===== src/rtl/axi_wr_arbiter.sv =====
// Round-robin write-path arbiter: holds one grant across AW, W-through-WLAST and B.
// Optional watchdog abort is built when AXI_ARB_TIMEOUT_EN is defined.
module axi_wr_arbiter #(
  parameter int NUM_MASTERS    = 4,
  parameter int TIMEOUT_CYCLES = 1024
) (
  input  logic                           clk,
  input  logic                           reset,
  input  logic [NUM_MASTERS-1:0]         req,
  input  logic                           aw_hs,
  input  logic                           w_last_hs,
  input  logic                           b_hs,
  output logic [NUM_MASTERS-1:0]         grant,
  output logic [$clog2(NUM_MASTERS)-1:0] grant_idx,
  output logic                           busy,
  output logic                           timeout
);

  localparam int IDX_W = $clog2(NUM_MASTERS);

  if (NUM_MASTERS < 2 || NUM_MASTERS > 16 || TIMEOUT_CYCLES < 1) begin : g_bad_param
    $error("axi_wr_arbiter: parameter out of range");
  end

  typedef enum logic [1:0] {
    IDLE = 2'd0,
    XFER = 2'd1,
    RESP = 2'd2
  } state_e;

  state_e                 state_q, state_d;
  logic [NUM_MASTERS-1:0] grant_q, grant_d;
  logic [IDX_W-1:0]       idx_q, idx_d;
  logic [IDX_W-1:0]       rr_ptr_q, rr_ptr_d;
  logic                   busy_q, busy_d;
  logic                   aw_done_q, aw_done_d;
  logic                   w_done_q, w_done_d;
  logic                   sel_found_s;
  logic [IDX_W-1:0]       sel_idx_s;
  logic [IDX_W-1:0]       cand_s;
  logic                   release_s;
  logic                   expire_s;

  // Descending scan so the last hit kept is the nearest one above rr_ptr.
  always_comb begin
    sel_found_s = 1'b0;
    sel_idx_s   = '0;
    cand_s      = '0;
    for (int k = NUM_MASTERS; k >= 1; k--) begin
      cand_s = IDX_W'((int'(rr_ptr_q) + k) % NUM_MASTERS);
      if (req[cand_s]) begin
        sel_found_s = 1'b1;
        sel_idx_s   = cand_s;
      end else begin
        sel_found_s = sel_found_s;
      end
    end
  end

  always_comb begin
    state_d   = state_q;
    grant_d   = grant_q;
    idx_d     = idx_q;
    rr_ptr_d  = rr_ptr_q;
    busy_d    = busy_q;
    aw_done_d = aw_done_q;
    w_done_d  = w_done_q;
    release_s = 1'b0;
    case (state_q)
      IDLE: begin
        if (sel_found_s) begin
          grant_d   = NUM_MASTERS'(1'b1) << sel_idx_s;
          idx_d     = sel_idx_s;
          busy_d    = 1'b1;
          aw_done_d = 1'b0;
          w_done_d  = 1'b0;
          state_d   = XFER;
        end else begin
          grant_d = '0;
          idx_d   = '0;
          busy_d  = 1'b0;
        end
      end
      XFER: begin
        aw_done_d = aw_done_q | aw_hs;
        w_done_d  = w_done_q | w_last_hs;
        if (aw_done_d && w_done_d) begin
          state_d = RESP;
        end else begin
          state_d = XFER;
        end
      end
      RESP: begin
        if (b_hs) begin
          release_s = 1'b1;
        end else begin
          state_d = RESP;
        end
      end
      default: begin
        state_d = IDLE;
      end
    endcase
    // A watchdog abort retires the grant exactly like a completed response.
    if (release_s || expire_s) begin
      grant_d   = '0;
      idx_d     = '0;
      busy_d    = 1'b0;
      aw_done_d = 1'b0;
      w_done_d  = 1'b0;
      rr_ptr_d  = idx_q;
      state_d   = IDLE;
    end else begin
      rr_ptr_d = rr_ptr_q;
    end
  end

  always_ff @(posedge clk or posedge reset) begin
    if (reset) begin
      state_q   <= IDLE;
      grant_q   <= '0;
      idx_q     <= '0;
      rr_ptr_q  <= IDX_W'(NUM_MASTERS - 1);
      busy_q    <= 1'b0;
      aw_done_q <= 1'b0;
      w_done_q  <= 1'b0;
    end else begin
      state_q   <= state_d;
      grant_q   <= grant_d;
      idx_q     <= idx_d;
      rr_ptr_q  <= rr_ptr_d;
      busy_q    <= busy_d;
      aw_done_q <= aw_done_d;
      w_done_q  <= w_done_d;
    end
  end

`ifdef AXI_ARB_TIMEOUT_EN
  localparam int CNT_W = $clog2(TIMEOUT_CYCLES + 1);

  logic [CNT_W-1:0] cnt_q, cnt_d;
  logic             timeout_q, timeout_d;

  // Counter sits at zero in IDLE, so it restarts on every new grant.
  always_comb begin
    cnt_d    = cnt_q;
    expire_s = 1'b0;
    if (state_q == IDLE) begin
      cnt_d = '0;
    end else begin
      cnt_d    = cnt_q + 1'b1;
      expire_s = (cnt_d == CNT_W'(TIMEOUT_CYCLES));
    end
    timeout_d = expire_s & ~release_s;
  end

  always_ff @(posedge clk or posedge reset) begin
    if (reset) begin
      cnt_q     <= '0;
      timeout_q <= 1'b0;
    end else begin
      cnt_q     <= cnt_d;
      timeout_q <= timeout_d;
    end
  end

  assign timeout = timeout_q;
`else
  assign expire_s = 1'b0;
  assign timeout  = 1'b0;
`endif

  assign grant     = grant_q;
  assign grant_idx = idx_q;
  assign busy      = busy_q;

endmodule


===== config.mk =====
export PLATFORM = sky130hd
export DESIGN_NAME = axi_wr_arbiter
export DESIGN_NICKNAME = d
export VERILOG_FILES = /design/src/rtl/axi_wr_arbiter.sv
export SDC_FILE = /design/constraint.sdc
export NUM_CORES = 1
export LEC_CHECK = 0
export ABC_AREA = 1
export BUFFER_PORTS_ARGS = -buffer_cell sky130_fd_sc_hd__buf_4
export CAP_MARGIN = 20
export CELL_PAD_IN_SITES_DETAIL_PLACEMENT = 1
export CELL_PAD_IN_SITES_GLOBAL_PLACEMENT = 2
export CORE_ASPECT_RATIO = 0.75
export CORE_MARGIN = 2
export CORE_UTILIZATION = 26
export DETAILED_ROUTE_END_ITERATION = 7
export GPL_TIMING_DRIVEN = 0
export PLACE_DENSITY_LB_ADDON = 0.1
export SYNTH_ARGS = -nofsm -noshare
export SYNTH_HDL_FRONTEND = slang
export SYNTH_SLANG_ARGS = --single-unit

===== constraint.sdc =====
create_clock -name clk -period 1.42 [get_ports clk]
set_input_delay 0.071 -clock clk [delete_from_list [all_inputs] [get_ports clk]]
set_output_delay 0.071 -clock clk [all_outputs]
set_load 0.005 [all_outputs]

==> flow_summary_export.csv, run 1 <==
group,metric,value,unit
status,outcome,"finished with violations",
status,violations,"setup timing",
yosys,synth_largest_type_area_fraction,0.330,
detailed_routing,antenna_violating_nets_post_route,0,
worst_hold_path,timing.hold.worst_endpoint,"aw_done_q",
timing,worst_slew_pin_slew,0.516,ns
timing,setup_viol,9,
clock_network,cts.sinks,13,
global_route,global_route.usage.total,0.140,
worst_hold_path,startpoint_of_the_worst_hold_path,"aw_hs",
yosys,edff_count_synth,0,
yosys,post_synth_instance_area,835,um^2
placement,placement.cell_area,995,um^2
placement,hpwlAfterDp,1750,um
clock_network,clock_path_buffers,2,
worst_setup_path,worst_setup_path_start_kind,"register",
yosys,post-synth-top-area-cell,"sky130_fd_sc_hd__dfrtp_1",
timing,fin_crit,1.55,ns
yosys,ys_top_cells_by_count,"sky130_fd_sc_hd__nand2_1 (35), sky130_fd_sc_hd__inv_1 (17), sky130_fd_sc_hd__nand2_2 (12)",
worst_setup_path,timing.critical_path.fanout_max,7,
detailed_routing,wire_per_inst,13.0,um
placement,globalplace.congestion,0.720,
final_layout,drive_gt1_frac,0.585,
yosys,ys_types,23,
yosys,synth.area.top_cells,"sky130_fd_sc_hd__dfrtp_1 (33%), sky130_fd_sc_hd__nand2_1 (16%), sky130_fd_sc_hd__nand2_2 (9.0%)",
placement,place_ws,-0.165,ns
global_route,global_route_wire_length_before_repair,3940,um
clock_network,ctsHtreeMaxLevel,1,
yosys,synth-async-reset-ratio,1.00,
global_route,antenna_found_initial,0,
worst_setup_path,critical_path.endpoint_type,"register",
clock_network,cts_tree,"done",
detailed_routing,drt_first_pass_iters,4,
global_route,overflow,0,
die,design.die.area,0.00368,mm^2
detailed_routing,number_of_vias_after_detailed_routing,811,
global_route,number_of_global_route_vias_before_repair,869,
timing,fmax,646,MHz
die,floorplan.rows,17,
clock_network,cts-buffers-inserted,3,
timing,count_of_pins_over_their_slew_limit,0,
placement,port-buffer-count,15,
pwr,power_per_cell_area,2480,mW/mm^2
die,initial_core_util,0.278,
worst_setup_path,reg2reg_to,"grant[0]",
timing,post-route-period-util,1.09,
yosys,synth-main-ff-cell,"sky130_fd_sc_hd__dfrtp_1",
final_layout,nets,152,
detailed_routing,drt_wl_total,2340,um
timing,hold_violations,0,
final_layout,multi_input_combinational_cell_area,598,um^2
run,drv_cap,0,
detailed_routing,dr.first_iter.drc_count,22,
yosys,synth_sequential_area_ratio,0.393,
detailed_routing,drt-vias-per-instance,4.51,
worst_setup_path,worst_ep_arrival_time,1.72,ns
worst_setup_path,critical_path_required,1.59,ns
worst_hold_path,holdCritPathClass,"in2reg",
yosys,ys_ff_latch,13,
clock_network,cts_root_buffer,"sky130_fd_sc_hd__clkbuf_8",
placement,placed_insts,171,
die,die_span_x,69.4,um
pwr,vdd_ir_drop_max,0.000775,V
final_layout,final_core_util,0.431,
final_layout,number_of_inserted_diodes,0,
worst_setup_path,regToRegStartpoint,"rr_ptr_q[0]",
clock_network,clk_pin_slew,0.06,ns
final_layout,fin_cells,180,
worst_setup_path,worst-r2r-setup-slack,-0.13,ns
final_layout,final-seq-area,328,um^2
final_layout,layout.cell_area.non_filler,0.00129,mm^2
timing,fin_worst_skew,0.00819,ns
final_layout,num-fill-cells,368,
die,die-height,53.1,um
pwr,power_leakage,0.684,nW
worst_setup_path,worst_r2r_path_depth,10,
yosys,postSynthCellCount,118,
final_layout,layout-area-overhead-vs-synth,55.0,%
worst_hold_path,whs_path_depth,3,
timing,slew_headroom,0.655,
detailed_routing,drc_violations,0,
yosys,synth.net_count,127,
worst_setup_path,criticalPathCategory,"reg2reg",
yosys,yosys_warnings,0,
yosys,synth.most_common_cell,"sky130_fd_sc_hd__nand2_1",
clock_network,worstSkewPairLatency,0.25,ns
yosys,syn_avg_cell_area,7.07,um^2
die,core_area,0.00300,mm^2
die,io_pins,17,
timing,grt_setup_unrepaired,"yes",
timing,fin_hold_ws,0.152,ns
timing,post-route-worst-setup-slack,-0.127,ns
global_route,maximum_number_of_pins_on_one_net_before_global_route_repair,14,
-- final cells by class --
| class | instances | area share |
|---|---|---|
| multi-input cells | 83 | 0.462 |
| flip-flops and latches | 13 | 0.253 |
| repair buffers | 20 | 0.127 |
| inverters | 20 | 0.0677 |
| well taps | 38 | 0.0368 |
| clock buffers | 3 | 0.0319 |
| plain buffers | 2 | 0.0174 |
| clock inverters | 1 | 0.00387 |
-- per-stage QoR --
step / total power, mW / setup TNS [ns]
6_report: 3.20 / -0.883
4_1_cts: 2.88 / -1.07
3_3_place_gp: 2.10 / -0.746
5_1_grt: 3.49 / -1.65
2_1_floorplan: 1.72 / 0
3_5_place_dp: 2.15 / -1.15
-- cells in the final DEF, fill, tap and decap left out, types with 2 or more instances in the layout --
cell	netlist	final
sky130_fd_sc_hd__buf_4	1	18
sky130_fd_sc_hd__buf_8	0	2
sky130_fd_sc_hd__clkbuf_8	0	3
sky130_fd_sc_hd__dfrtp_1	11	11
sky130_fd_sc_hd__dfstp_2	2	2
sky130_fd_sc_hd__inv_1	17	15
sky130_fd_sc_hd__inv_2	2	2
sky130_fd_sc_hd__inv_4	0	2
sky130_fd_sc_hd__nand2_1	35	17
sky130_fd_sc_hd__nand2_2	12	17
sky130_fd_sc_hd__nand2_4	0	13
sky130_fd_sc_hd__nand3_2	2	8
sky130_fd_sc_hd__nor2_1	10	7
sky130_fd_sc_hd__nor2_2	2	4
sky130_fd_sc_hd__o21ai_0	4	2
sky130_fd_sc_hd__o21ai_1	1	2
sky130_fd_sc_hd__o21bai_1	2	2
sky130_fd_sc_hd__or2_2	2	2
-- kinds of logic (layout without fill, tap and decap cells) --
group,count (synthesis),in the layout,synth area share
buffers and inverters,22,46,0.118
AOI/OAI and AO/OA,11,11,0.0854
and+or+nand+nor,71,71,0.399
DFF,13,13,0.393
other,1,1,0.00449
-- state kept, by name, indices dropped and copies added (netlist names) --
register / flops
grant: 4
w_done_q: 1
aw_done_q: 1
rr_ptr_q: 2
state_q: 2
grant_idx: 2
busy: 1
-- routing by layer --
metal | vias up | GRT usage | share of wire
met4 | 0 | 0.0196 | 0.0030
met2 | 11 | 0.239 | 0.49
met5 | - | 0 | 0
met3 | 2 | 0.0419 | 0.037
met1 | 395 | 0.181 | 0.47
li1 | 403 | - | -
-- report_power, final --
part	total, mW	switching [mW]	internal, mW
Combinational	2.19	1.29	0.900
Clock	0.334	0.140	0.194
Sequential	0.684	0.123	0.561
Total	3.20	1.55	1.65
-- timing repair --
item	in CTS	in global routing
gates cloned	0	0
endpoints found under the setup margin	9	10
endpoints found under the hold margin	11	0
hold buffers	1	0
setup buffers	4	0
pin swaps	14	22
gates resized for setup	27	33
-- critical path, cell delays in order (launching register included) --
cell and delay (ns):
sky130_fd_sc_hd__dfstp_2 0.53, sky130_fd_sc_hd__buf_8 0.13, sky130_fd_sc_hd__inv_8 0.06, sky130_fd_sc_hd__nand2_4 0.07, sky130_fd_sc_hd__nand2_2 0.05, sky130_fd_sc_hd__and2_4 0.16
sky130_fd_sc_hd__nand2_4 0.06, sky130_fd_sc_hd__nand2_4 0.08, sky130_fd_sc_hd__inv_4 0.09, sky130_fd_sc_hd__nand3_2 0.08, sky130_fd_sc_hd__o21bai_1 0.15
-- worst max-delay path by stage --
stage | slack (ns) | cells after the start | from | endpoint
after global placement | -0.13 | 11 | rr_ptr_q[0] | grant[3]
after CTS | -0.14 | 11 | rr_ptr_q[0] | grant_idx[1]
after global routing | -0.23 | 10 | rr_ptr_q[0] | grant[0]
after floorplan | 0.02 | 12 | rr_ptr_q[0] | grant[3]
final | -0.13 | 10 | rr_ptr_q[0] | grant[0]
after detailed placement | -0.16 | 11 | rr_ptr_q[0] | grant[3]
No activity file was read; power rests on OpenSTA's default activity.
==> run 2: changes to the inputs <==
--- a/config.mk
+++ b/config.mk
@@ -6,8 +6,9 @@
 export NUM_CORES = 1
 export LEC_CHECK = 0
 export ABC_AREA = 1
+export ABC_CLOCK_PERIOD_IN_PS = 1420
 export BUFFER_PORTS_ARGS = -buffer_cell sky130_fd_sc_hd__buf_4
-export CAP_MARGIN = 20
+export CAP_MARGIN = 10
 export CELL_PAD_IN_SITES_DETAIL_PLACEMENT = 1
 export CELL_PAD_IN_SITES_GLOBAL_PLACEMENT = 2
 export CORE_ASPECT_RATIO = 0.75
@@ -16,6 +17,7 @@
 export DETAILED_ROUTE_END_ITERATION = 7
 export GPL_TIMING_DRIVEN = 0
 export PLACE_DENSITY_LB_ADDON = 0.1
+export RECOVER_POWER = 100
 export SYNTH_ARGS = -nofsm -noshare
 export SYNTH_HDL_FRONTEND = slang
 export SYNTH_SLANG_ARGS = --single-unit
==> run 2 against run 1 <==
Effect of this change:
- the flow still finishes with violations (setup timing)
- via count is 0.12% lower
- die area is the same
- maximum frequency barely moved
- first-iteration DRC count down 27%
- final area did not move
- clock power hardly changed
- wire length shrank 0.26%
- combinational power hardly changed
- worst setup slack barely moved
- register-to-register slack about the same
- largest cell class unchanged
- largest power group unchanged
- highest routed layer unchanged
==> flow_summary_export.csv, run 2 (synthesis results as in run 1) <==
group,metric,value,unit
detailed_routing,antenna_violating_nets_post_route,0,
final_layout,drive_gt1_frac,0.585,
worst_setup_path,timing.critical_path.mode_cell,"sky130_fd_sc_hd__nand2_4",
final_layout,largest_reg_flops,4,
pwr,power.internal,1.65,mW
die,floorplan.rows,17,
placement,placed_insts,171,
pwr,power_leakage,0.682,nW
final_layout,multi_input_combinational_cell_area,598,um^2
timing,setup-tns-final,-0.889,ns
run,drv_cap,0,
clock_network,clk_pin_slew,0.06,ns
timing,fmax,646,MHz
pwr,vdd_ir_drop_max,0.000771,V
pwr,power,3.20,mW
worst_setup_path,timing.critical_path.fanout_max,7,
clock_network,ctsHtreeMaxLevel,1,
final_layout,final_cell_mix,"sky130_fd_sc_hd__nand2_1 (17), sky130_fd_sc_hd__nand2_2 (17), sky130_fd_sc_hd__inv_1 (15), sky130_fd_sc_hd__nand2_4 (13), sky130_fd_sc_hd__dfrtp_1 (11)",
status,violations,"setup timing",
placement,hpwlAfterDp,1750,um
final_layout,number_of_inserted_diodes,0,
worst_setup_path,criticalPathCategory,"reg2reg",
clock_network,cts.sinks,13,
worst_setup_path,worst_setup_path_start_kind,"register",
timing,slew_headroom,0.656,
detailed_routing,drt-vias-per-instance,4.50,
pwr,seqPwrFrac,0.213,
pwr,power.share.switching,0.484,
pwr,power_per_cell_area,2470,mW/mm^2
final_layout,nets,152,
status,outcome,"finished with violations",
pwr,clockPowerShare,0.104,
placement,place_ws,-0.165,ns
global_route,antenna_found_initial,0,
detailed_routing,dr.first_iter.drc_count,16,
global_route,overflow,0,
clock_network,clock_path_buffers,2,
worst_setup_path,slowest_stage,"sky130_fd_sc_hd__dfstp_2",
clock_network,cts-buffers-inserted,3,
worst_setup_path,critical_path.endpoint_type,"register",
worst_setup_path,critical_path_required,1.59,ns
timing,post-route-worst-setup-slack,-0.127,ns
final_layout,fin_cells,180,
clock_network,cts_tree,"done",
global_route,global_route.usage.total,0.140,
die,die_span_x,69.4,um
detailed_routing,drt_first_pass_iters,4,
worst_setup_path,worst_path_cell_chain,"buf_8 > inv_8 > nand2_4 > nand2_2 > and2_4 > nand2_4 > nand2_4 > inv_4 > nand3_2 > o21bai_1",
timing,fin_worst_skew,0.00780,ns
die,core_area,0.00300,mm^2
global_route,met2_usage,0.239,
pwr,power.combinational.fraction,0.682,
placement,placement.cell_area,995,um^2
pwr,net-switching-power,1.55,mW
die,io_pins,17,
global_route,number_of_global_route_vias_before_repair,869,
worst_setup_path,cpPeakStageDelay,0.53,ns
worst_setup_path,critical_path.top_delay_family,"flip-flops",
detailed_routing,wire_per_inst,13.0,um
worst_setup_path,worst_ep_arrival_time,1.72,ns
worst_hold_path,holdCritPathClass,"in2reg",
clock_network,cts_root_buffer,"sky130_fd_sc_hd__clkbuf_8",
timing,hold_violations,0,
placement,port-buffer-count,15,
placement,globalplace.congestion,0.720,
die,design.die.area,0.00368,mm^2
die,initial_core_util,0.278,
final_layout,layout.cell_area.non_filler,0.00129,mm^2
timing,count_of_pins_over_their_slew_limit,0,
worst_setup_path,cp_num_buf_inv,3,
global_route,m1_gr_usage,0.181,
timing,worst_slew_pin_slew,0.516,ns
detailed_routing,number_of_vias_after_detailed_routing,810,
detailed_routing,drc_violations,0,
global_route,global_route_wire_length_before_repair,3940,um
timing,fin_crit,1.55,ns
timing,setup_viol,9,
die,die-height,53.1,um
final_layout,num-fill-cells,368,
detailed_routing,drt_wl_total,2340,um
final_layout,layout-area-overhead-vs-synth,55.0,%
timing,grt_setup_unrepaired,"yes",
final_layout,final-seq-area,328,um^2
global_route,maximum_number_of_pins_on_one_net_before_global_route_repair,14,
global_route,grt_util_met3,0.0419,
timing,post-route-period-util,1.09,
clock_network,worstSkewPairLatency,0.25,ns
global_route,gr-max-usage-layer,"met2",
[run 2: changes by cell type in the layout (fill, tap and decap cells not counted), sizes merged]
cell,previous run,this run
buf,21,13
clkbuf,3,11
[run 2: layout make-up]
type | count | share of cell area
Multi-Input combinational cell | 83 | 0.462
Sequential cell | 13 | 0.253
Timing Repair Buffer | 20 | 0.127
Inverter | 20 | 0.0677
Tap cell | 38 | 0.0368
Clock buffer | 3 | 0.0319
Buffer | 2 | 0.0174
Clock inverter | 1 | 0.00387
[run 2: final timing paths]
path	start	endpoint	slack [ns]	cells after the start
hold reg to reg	grant[3]	grant[3]	0.48	2
setup / recovery	rr_ptr_q[0]	grant[0]	-0.13	10
setup reg to reg	rr_ptr_q[0]	grant[0]	-0.13	10
max in group asynchronous	reset	rr_ptr_q[1]	0.64	3
min in group asynchronous	reset	busy	0.41	3
hold / removal	aw_hs	aw_done_q	0.15	3
[run 2: timing repair]
action | 4_1_cts | 5_1_grt
pin swaps | 14 | 22
endpoints found under the hold margin | 11 | 0
gates resized for setup | 27 | 33
hold buffers | 1 | 0
setup buffers | 4 | 0
endpoints found under the setup margin | 9 | 10
[run 2: stage by stage]
step	util	hold slack, ns
floorplan	-	-0.0535
global placement	0.332	0.139
detailed placement	0.332	0.148
CTS	0.388	0.134
global route	0.431	0.175
finish	0.431	0.152
[run 2: layer usage]
layer	up-vias	share of wire
met5	-	0
met4	0	0.0030
met3	2	0.037
met2	11	0.49
met1	394	0.47
li1	403	-
[run 2: power by group through the flow]
stage / sequential (mW) / combinational [mW] / clock (mW)
floorplan: 0.656 / 1.06 / 0
global placement: 0.662 / 1.44 / 0
detailed placement: 0.670 / 1.48 / 0
CTS: 0.670 / 1.87 / 0.346
global route: 0.706 / 2.42 / 0.361
finish: 0.682 / 2.18 / 0.333
[run 2: tightest hold or removal path: stages]
cell and delay, ns:
sky130_fd_sc_hd__buf_4 0.08, sky130_fd_sc_hd__nor2_1 0.06, sky130_fd_sc_hd__o22ai_2 0.14
==> run 3: changes to the inputs <==
--- a/config.mk
+++ b/config.mk
@@ -13,7 +13,8 @@
 export CELL_PAD_IN_SITES_GLOBAL_PLACEMENT = 2
 export CORE_ASPECT_RATIO = 0.75
 export CORE_MARGIN = 2
-export CORE_UTILIZATION = 26
+export CORE_UTILIZATION = 27
+export CTS_BUF_LIST = sky130_fd_sc_hd__clkbuf_4 sky130_fd_sc_hd__clkbuf_8
 export DETAILED_ROUTE_END_ITERATION = 7
 export GPL_TIMING_DRIVEN = 0
 export PLACE_DENSITY_LB_ADDON = 0.1
==> run 3 against run 2 <==
Effect of this change:
- the flow still finishes with violations (setup timing)
- hold slack got worse by 0.0053 ns
- non-clock buffer count rose by 3
- critical path type unchanged
- sequential share of layout area increased by 0.89 points
- clock-buffer cell count unchanged
==> flow_summary_export.csv, run 3 (synthesis results as in run 1) <==
group,metric,value,unit
status,outcome,"finished with violations",
status,violations,"setup timing",
detailed_routing,number_of_vias_after_detailed_routing,809,
timing,fin_hold_ws,0.147,ns
worst_setup_path,regToRegStartpoint,"rr_ptr_q[0]",
final_layout,final_cell_mix,"sky130_fd_sc_hd__nand2_1 (24), sky130_fd_sc_hd__nand2_2 (18), sky130_fd_sc_hd__inv_1 (16), sky130_fd_sc_hd__buf_4 (11), sky130_fd_sc_hd__dfrtp_1 (11)",
timing,grt_setup_unrepaired,"yes",
pwr,vdd_ir_drop_max,0.000782,V
timing,setup-tns-final,-0.962,ns
detailed_routing,drt-vias-per-instance,4.42,
worst_setup_path,worst-r2r-setup-slack,-0.14,ns
global_route,maximum_number_of_pins_on_one_net_before_global_route_repair,14,
global_route,overflow,0,
clock_network,ctsHtreeMaxLevel,1,
placement,place_ws,-0.148,ns
die,die_span_x,68.2,um
final_layout,fin_cells,183,
detailed_routing,drt_wl_total,2190,um
pwr,power_per_cell_area,2420,mW/mm^2
worst_hold_path,holdCritPathClass,"in2reg",
final_layout,final_core_util,0.426,
timing,hold_violations,0,
global_route,number_of_global_route_vias_before_repair,805,
placement,hpwlAfterDp,1580,um
final_layout,layout-area-overhead-vs-synth,49.8,%
worst_setup_path,critical_path.endpoint_type,"register",
timing,post-route-worst-setup-slack,-0.136,ns
placement,globalplace.congestion,0.734,
worst_setup_path,worst_setup_path_start_kind,"register",
timing,worst_slew_pin_slew,0.513,ns
die,floorplan.rows,17,
detailed_routing,wire_per_inst,12.0,um
placement,port-buffer-count,15,
timing,fin_worst_skew,0.00134,ns
worst_setup_path,worst_r2r_path_depth,10,
clock_network,cts.sinks,13,
final_layout,layout.cell_area.non_filler,0.00125,mm^2
die,io_pins,17,
worst_setup_path,reg2reg_to,"grant[2]",
final_layout,largest_reg_flops,4,
final_layout,number_of_inserted_diodes,0,
final_layout,layout_commonest_cell,"sky130_fd_sc_hd__nand2_1",
timing,fin_crit,1.56,ns
clock_network,clk_pin_slew,0.06,ns
global_route,global_route.usage.total,0.142,
die,initial_core_util,0.284,
placement,placed_insts,171,
die,die-height,52.1,um
worst_setup_path,critical_path.startpoint,"rr_ptr_q[0]",
final_layout,nets,155,
run,drv_cap,0,
clock_network,clock_path_buffers,2,
clock_network,cts_tree,"done",
placement,placement.cell_area,995,um^2
worst_setup_path,critical_path_required,1.55,ns
clock_network,cts_root_buffer,"sky130_fd_sc_hd__clkbuf_8",
final_layout,drive_gt1_frac,0.517,
worst_setup_path,timing.critical_path.fanout_max,4,
worst_setup_path,criticalPathCategory,"reg2reg",
timing,setup_viol,10,
die,design.die.area,0.00356,mm^2
die,core_area,0.00294,mm^2
clock_network,worstSkewPairLatency,0.24,ns
global_route,antenna_found_initial,0,
timing,fmax,642,MHz
timing,slew_headroom,0.657,
clock_network,cts-buffers-inserted,3,
detailed_routing,dr.first_iter.drc_count,16,
detailed_routing,antenna_violating_nets_post_route,0,
detailed_routing,drt_first_pass_iters,3,
worst_setup_path,timing.critical_path.to,"grant[2]",
worst_setup_path,worst_ep_arrival_time,1.68,ns
pwr,power_leakage,0.664,nW
timing,count_of_pins_over_their_slew_limit,0,
global_route,global_route_wire_length_before_repair,3670,um
pwr,power,3.03,mW
detailed_routing,drc_violations,0,
timing,post-route-period-util,1.10,
==> run 3: layout make-up <==
| class | count | area (um^2) |
|---|---|---|
| fillers | 373 | 1690 |
| multi-input cells | 83 | 532 |
| flip-flops and latches | 13 | 328 |
| repair buffers | 23 | 193 |
| inverters | 20 | 85.1 |
| well taps | 38 | 47.5 |
| clock buffers | 3 | 41.3 |
| plain buffers | 2 | 18.8 |
| clock inverters | 1 | 5.00 |
==> run 3: how the worst min path moves through the flow <==
stage,start,to,cells past startpoint
final,aw_hs,aw_done_q,3
after global routing,w_last_hs,w_done_q,4
after CTS,w_last_hs,state_q[0],4
after detailed placement,reset,grant[1],2
after global placement,reset,grant[1],2
after floorplan,reset,aw_done_q,1
==> run 3: report_power, final <==
| group | internal [mW] | leakage [nW] | switching (mW) | total (mW) |
|---|---|---|---|---|
| sequential | 0.561 | 0.159 | 0.113 | 0.673 |
| clock | 0.194 | 0.0255 | 0.139 | 0.333 |
| combinational | 0.873 | 0.479 | 1.15 | 2.02 |
| total | 1.63 | 0.664 | 1.40 | 3.03 |
==> run 3: timing repair <==
item / 4_1_cts / 5_1_grt
gates resized for setup: 15 / 21
pin swaps: 10 / 20
buffers inserted: 5 / 1
cloned: 1 / 0
hold buffers: 1 / 0
endpoints found under the setup margin: 8 / 10
endpoints found under the hold margin: 11 / 0
==> run 3: critical path, stage by stage (launching register included) <==
cell	delay [ns]
sky130_fd_sc_hd__dfstp_2	0.54
sky130_fd_sc_hd__buf_6	0.13
sky130_fd_sc_hd__buf_12	0.11
sky130_fd_sc_hd__nand2_2	0.06
sky130_fd_sc_hd__nand2_2	0.08
sky130_fd_sc_hd__and2_4	0.16
sky130_fd_sc_hd__nand2_4	0.06
sky130_fd_sc_hd__nand2_8	0.08
sky130_fd_sc_hd__inv_4	0.05
sky130_fd_sc_hd__nand3_2	0.07
sky130_fd_sc_hd__o21bai_1	0.07
==> run 3: metal layers <==
metal	wire (um)	track usage	up-vias
li1	-	-	406
met5	0	0	-
met4	4	0.0300	0
met2	1020	0.227	13
met1	1070	0.189	388
met3	93	0.0455	2
